[config.mk]
export PLATFORM = sky130hd
export DESIGN_NAME = pipo_write_arbiter
export DESIGN_NICKNAME = d
export VERILOG_FILES = /design/src/rtl/pipo_write_arbiter.sv
export SDC_FILE = /design/constraint.sdc
export NUM_CORES = 1
export LEC_CHECK = 0
export CAP_MARGIN = 10
export CORE_MARGIN = 2
export CORE_UTILIZATION = 43
export DETAILED_ROUTE_END_ITERATION = 8
export GPL_TIMING_DRIVEN = 0
export PLACE_DENSITY_LB_ADDON = 0.12
export SYNTH_ARGS = -nofsm -noshare
export SYNTH_HDL_FRONTEND = slang
export SYNTH_SLANG_ARGS = --single-unit
[constraint.sdc]
create_clock -name clk -period 1.8 [get_ports clk]
set_input_delay 0.18 -clock clk [delete_from_list [all_inputs] [get_ports clk]]
set_output_delay 0.18 -clock clk [all_outputs]
set_load 0.01 [all_outputs]
[src/rtl/pipo_write_arbiter.sv]
// pipo_write_arbiter: request/grant/ack arbiter in front of one shared PIPO holding register.
// Build option PIPO_ARB_FIXED_PRI_EN: lowest asserted index always wins (no round-robin pointer).
module pipo_write_arbiter #(
  parameter int WIDTH = 4,
  parameter int NREQ  = 4
) (
  input  logic                    clk,
  input  logic                    rst,
  input  logic [NREQ-1:0]         req,
  input  logic [NREQ*WIDTH-1:0]   pi,
  output logic [NREQ-1:0]         gnt,
  output logic [NREQ-1:0]         ack,
  output logic [WIDTH-1:0]        po,
  output logic                    po_valid,
  output logic [$clog2(NREQ)-1:0] owner,
  output logic                    busy
);
  localparam int IW = $clog2(NREQ);

  typedef enum logic [1:0] {IDLE, GRANT, RELEASE} state_t;

  state_t                     state, state_nxt;
  logic [IW-1:0]              cur, win;
  logic [NREQ-1:0][WIDTH-1:0] slice;
  logic [NREQ-1:0]            gnt_d, ack_d;
  logic                       load;

  assign slice = pi;

`ifdef PIPO_ARB_FIXED_PRI_EN
  always_comb begin
    win = '0;
    for (int k = NREQ-1; k >= 0; k--)
      if (req[k]) win = IW'(k);
  end
`else
  logic [IW-1:0] ptr;

  // First asserted request at or above ptr, wrapping at NREQ.
  always_comb begin
    logic          found;
    logic [IW-1:0] idx;
    win   = '0;
    found = 1'b0;
    idx   = '0;
    for (int k = 0; k < NREQ; k++) begin
      idx = IW'((int'(ptr) + k) % NREQ);
      if (!found && req[idx]) begin
        win   = idx;
        found = 1'b1;
      end
    end
  end
`endif

  always_ff @(posedge clk) begin
    if (rst) state <= IDLE;
    else     state <= state_nxt;
  end

  always_comb begin
    state_nxt = state;
    case (state)
      IDLE:    if (|req) state_nxt = GRANT;
      GRANT:   state_nxt = RELEASE;
      RELEASE: state_nxt = IDLE;
      default: state_nxt = IDLE;
    endcase
  end

  // Next values for the registered outputs; every output leaves the block from a flop.
  always_comb begin
    gnt_d = '0;
    ack_d = '0;
    load  = 1'b0;
    case (state)
      IDLE:  if (|req) gnt_d[win] = 1'b1;
      GRANT: if (req[cur]) begin
        ack_d[cur] = 1'b1;
        load       = 1'b1;
      end
      default: ;
    endcase
  end

  always_ff @(posedge clk) begin
    if (rst) begin
      gnt      <= '0;
      ack      <= '0;
      po       <= '0;
      po_valid <= 1'b0;
      owner    <= '0;
      busy     <= 1'b0;
      cur      <= '0;
`ifndef PIPO_ARB_FIXED_PRI_EN
      ptr      <= '0;
`endif
    end else begin
      gnt  <= gnt_d;
      ack  <= ack_d;
      busy <= (state_nxt != IDLE);
      if (state == IDLE) cur <= win;
      if (load) begin
        po       <= slice[cur];
        owner    <= cur;
        po_valid <= 1'b1;
`ifndef PIPO_ARB_FIXED_PRI_EN
        ptr      <= (cur == IW'(NREQ-1)) ? '0 : cur + 1'b1;
`endif
      end
    end
  end
endmodule

==> flow_summary.json <==
{
  "status": "finished clean",
  "grt_start_max_net_pins": 12,
  "clock_skew_ns": 0.00156,
  "fmax_mhz": 622,
  "post-route-period-util_pct": 89.3,
  "portBuffers": 37,
  "synth_area_um2": 1030,
  "ios": 38,
  "timing.rr.end": "po[0]$_SDFFE_PP0P_",
  "yosys-top-cells-area": "dfxtp_1 43%, mux4_1 10%, mux2i_1 9.7%",
  "cts_max_level": 1,
  "grt.overflow.total": 0,
  "ctsResizeCount": 0,
  "start_kind": "flip-flop",
  "yosys.area.top_type_share_pct": 42.8,
  "r2r-start": "cur[1]$_SDFFE_PP0N_",
  "num_vias": 836,
  "fill_cells": 190,
  "drive_above_1_share_pct": 6.62,
  "rows": 17,
  "routed_wl_um": 2050,
  "relSlewSlack_pct": 73.8,
  "tns_ns": 0,
  "crit_required_ns": 1.99,
  "endpoint_kind": "flip-flop",
  "grt_pass1_wl_um": 3550,
  "via_per_inst": 5.10,
  "antenna_cells": 0,
  "cts_setup_buffers": 0,
  "fin_worst_hold_slack_ns": 0.462,
  "yosys_warnings": 0,
  "start_util_pct": 46.1,
  "dieArea_um2": 2800,
  "clockRootBuffer": "clkbuf_4",
  "min_path_cells": 1,
  "crit_fanout": 9,
  "synth_seq_area_share_pct": 42.8,
  "syn2layout_area_growth_pct": 41.6,
  "min-delay-start": "po_valid$_SDFFE_PP0P_",
  "dp_hpwl_um": 1660,
  "drt_iter0_markers": 10,
  "cts_tree": "done",
  "holdBufCountCts": 0,
  "fin_nets": 164,
  "clock_sinks": 22,
  "syn-num-nets": 122,
  "fin_crit_ns": 1.61,
  "hold_path.class": "reg2reg",
  "syn_avg_cell_area_um2": 10.7,
  "antenna_found_initial": 0,
  "cp-endpoint": "po[0]$_SDFFE_PP0P_",
  "core_area_um2": 2230,
  "hold_viol": 0,
  "p_per_area_nw_per_um2": 675,
  "place.gp.congestion": 0.799,
  "synth_area_leader_cell": "dfxtp_1",
  "postRouteAntennaNets": 0,
  "leakagePower_nw": 0.575,
  "ys_ff_latch": 22,
  "grt_pass1_vias": 792,
  "insertion_delay_ns": 0.30,
  "cts_buffers": 3,
  "synth_cell_types": 29,
  "rsz0062_at_grt": "no",
  "drc": 0,
  "crit_start": "cur[1]$_SDFFE_PP0N_",
  "cts_buffer_depth": 2,
  "setup_viol": 0,
  "crit_type": "reg2reg",
  "dieWidth_um": 52.9,
  "die-height_um": 52.9,
  "critPathArrivalTime_ns": 1.79,
  "wl_per_cell_um": 12.5,
  "ff2ff_setup_slack_ns": 0.19,
  "tightest_slew_ns": 0.381,
  "synthesis.instances": 96,
  "track_usage_pct": 17.7,
  "drv_slew": 0,
  "dr.pass1.iters": 4,
  "r2r_cells": 5,
  "clk_pin_slew_worst_paths_ns": 0.11,
  "max-cap-violations": 0,
  "ir_drop_uv": 481
}
-- cells in the mapped netlist, drive strengths merged --
library cell,n
or4,1
nor3b,1
dfxtp,22
and3,3
inv,5
and2,4
dlymetal6s2s,1
nand3,1
mux4,4
o21a,1
or3b,1
nand3b,1
nand2,5
mux2i,10
ha,4
a21oi,4
a21o,2
nor2,10
o22a,1
nor3,3
nand2b,1
o22ai,3
buf,3
or2,1
o221ai,2
o21ai,2
-- layer usage --
layer	track usage, %	vias to the layer above	share of wire, %
li1	-	429	-
met1	21.6	389	42
met2	30.6	14	54
met3	2.54	4	2.4
met4	7.69	0	1.4
met5	0	-	0
-- layout make-up --
cell class              count  area [µm²]  share of cell area (%)
well taps                  28        35.0                    2.41
clock buffers               3        22.5                    1.55
inverters                   5        18.8                    1.29
plain buffers               4        36.3                    2.49
flip-flops and latches     22         440                    30.2
repair buffers             37         370                    25.4
multi-input cells          65         533                    36.6
-- how the worst min path moves through the flow --
| stage | to |
|---|---|
| 2_1_floorplan | state[1]$_SDFF_PP0_ |
| 3_3_place_gp | po_valid$_SDFFE_PP0P_ |
| 3_5_place_dp | po_valid$_SDFFE_PP0P_ |
| 4_1_cts | po_valid$_SDFFE_PP0P_ |
| 5_1_grt | po_valid$_SDFFE_PP0P_ |
| 6_report | po_valid$_SDFFE_PP0P_ |
-- sequential cells by signal (all words and copies together), names as in the netlist --
name      count
po_valid      1
state         2
owner         2
po            4
busy          1
gnt           4
cur           2
ack           4
ptr           2
-- critical path: stages, from the launching register on --
cell and delay, ns:
dfxtp_1 0.35, buf_6 0.14, or3b_4 0.41, o22ai_4 0.29, mux2i_1 0.24, nor2_1 0.06
-- logic make-up (layout without fill, tap and decap cells) --
family,after synthesis,after routing,share of synthesized area (%)
AO/OA/AOI/OAI,15,15,10.8
adder cells (fa/ha/maj),4,4,4.87
buffers and inverters,9,49,5.35
flip-flops,22,22,42.8
multiplexers,14,14,20.0
AND/OR/NAND/NOR,32,32,16.2
-- cell usage in the layout (no fill, tap or decap), drive strengths merged, types with 2 or more instances in the layout --
| cell type | Yosys | final |
|---|---|---|
| ha | 4 | 4 |
| o21ai | 2 | 2 |
| nor3 | 3 | 3 |
| buf | 3 | 3 |
| inv | 5 | 5 |
| a21o | 2 | 2 |
| a21oi | 4 | 4 |
| nor2 | 10 | 10 |
| and3 | 3 | 3 |
| clkdlybuf4s50 | 0 | 37 |
| o221ai | 2 | 2 |
| mux2i | 10 | 10 |
| o22ai | 3 | 3 |
| dfxtp | 22 | 22 |
| clkbuf | 0 | 3 |
| nand2 | 5 | 5 |
| and2 | 4 | 4 |
| mux4 | 4 | 4 |
-- stage by stage --
stage / cell area [µm²] / util [%] / worst slack (ns) / power (mW) / cells
4_1_cts: 1460 / 65.2 / 0.174 / 0.998 / 164
3_5_place_dp: 1430 / 64.2 / 0.0275 / 0.784 / 161
2_1_floorplan: 1030 / - / 0.339 / 0.673 / 96
3_3_place_gp: 1430 / 64.2 / 0.0747 / 0.776 / 161
6_report: 1460 / 65.2 / 0.192 / 0.983 / 164
5_1_grt: 1460 / 65.2 / 0.0716 / 1.04 / 164
-- report_power, final --
| part | leakage [nW] | switching [mW] | internal [mW] | total (mW) |
|---|---|---|---|---|
| clock network | 0.0138 | 0.135 | 0.0780 | 0.213 |
| registers | 0.179 | 0.0162 | 0.515 | 0.531 |
| logic | 0.381 | 0.0994 | 0.139 | 0.239 |
Note: power is estimated with default switching activity, not from simulation.
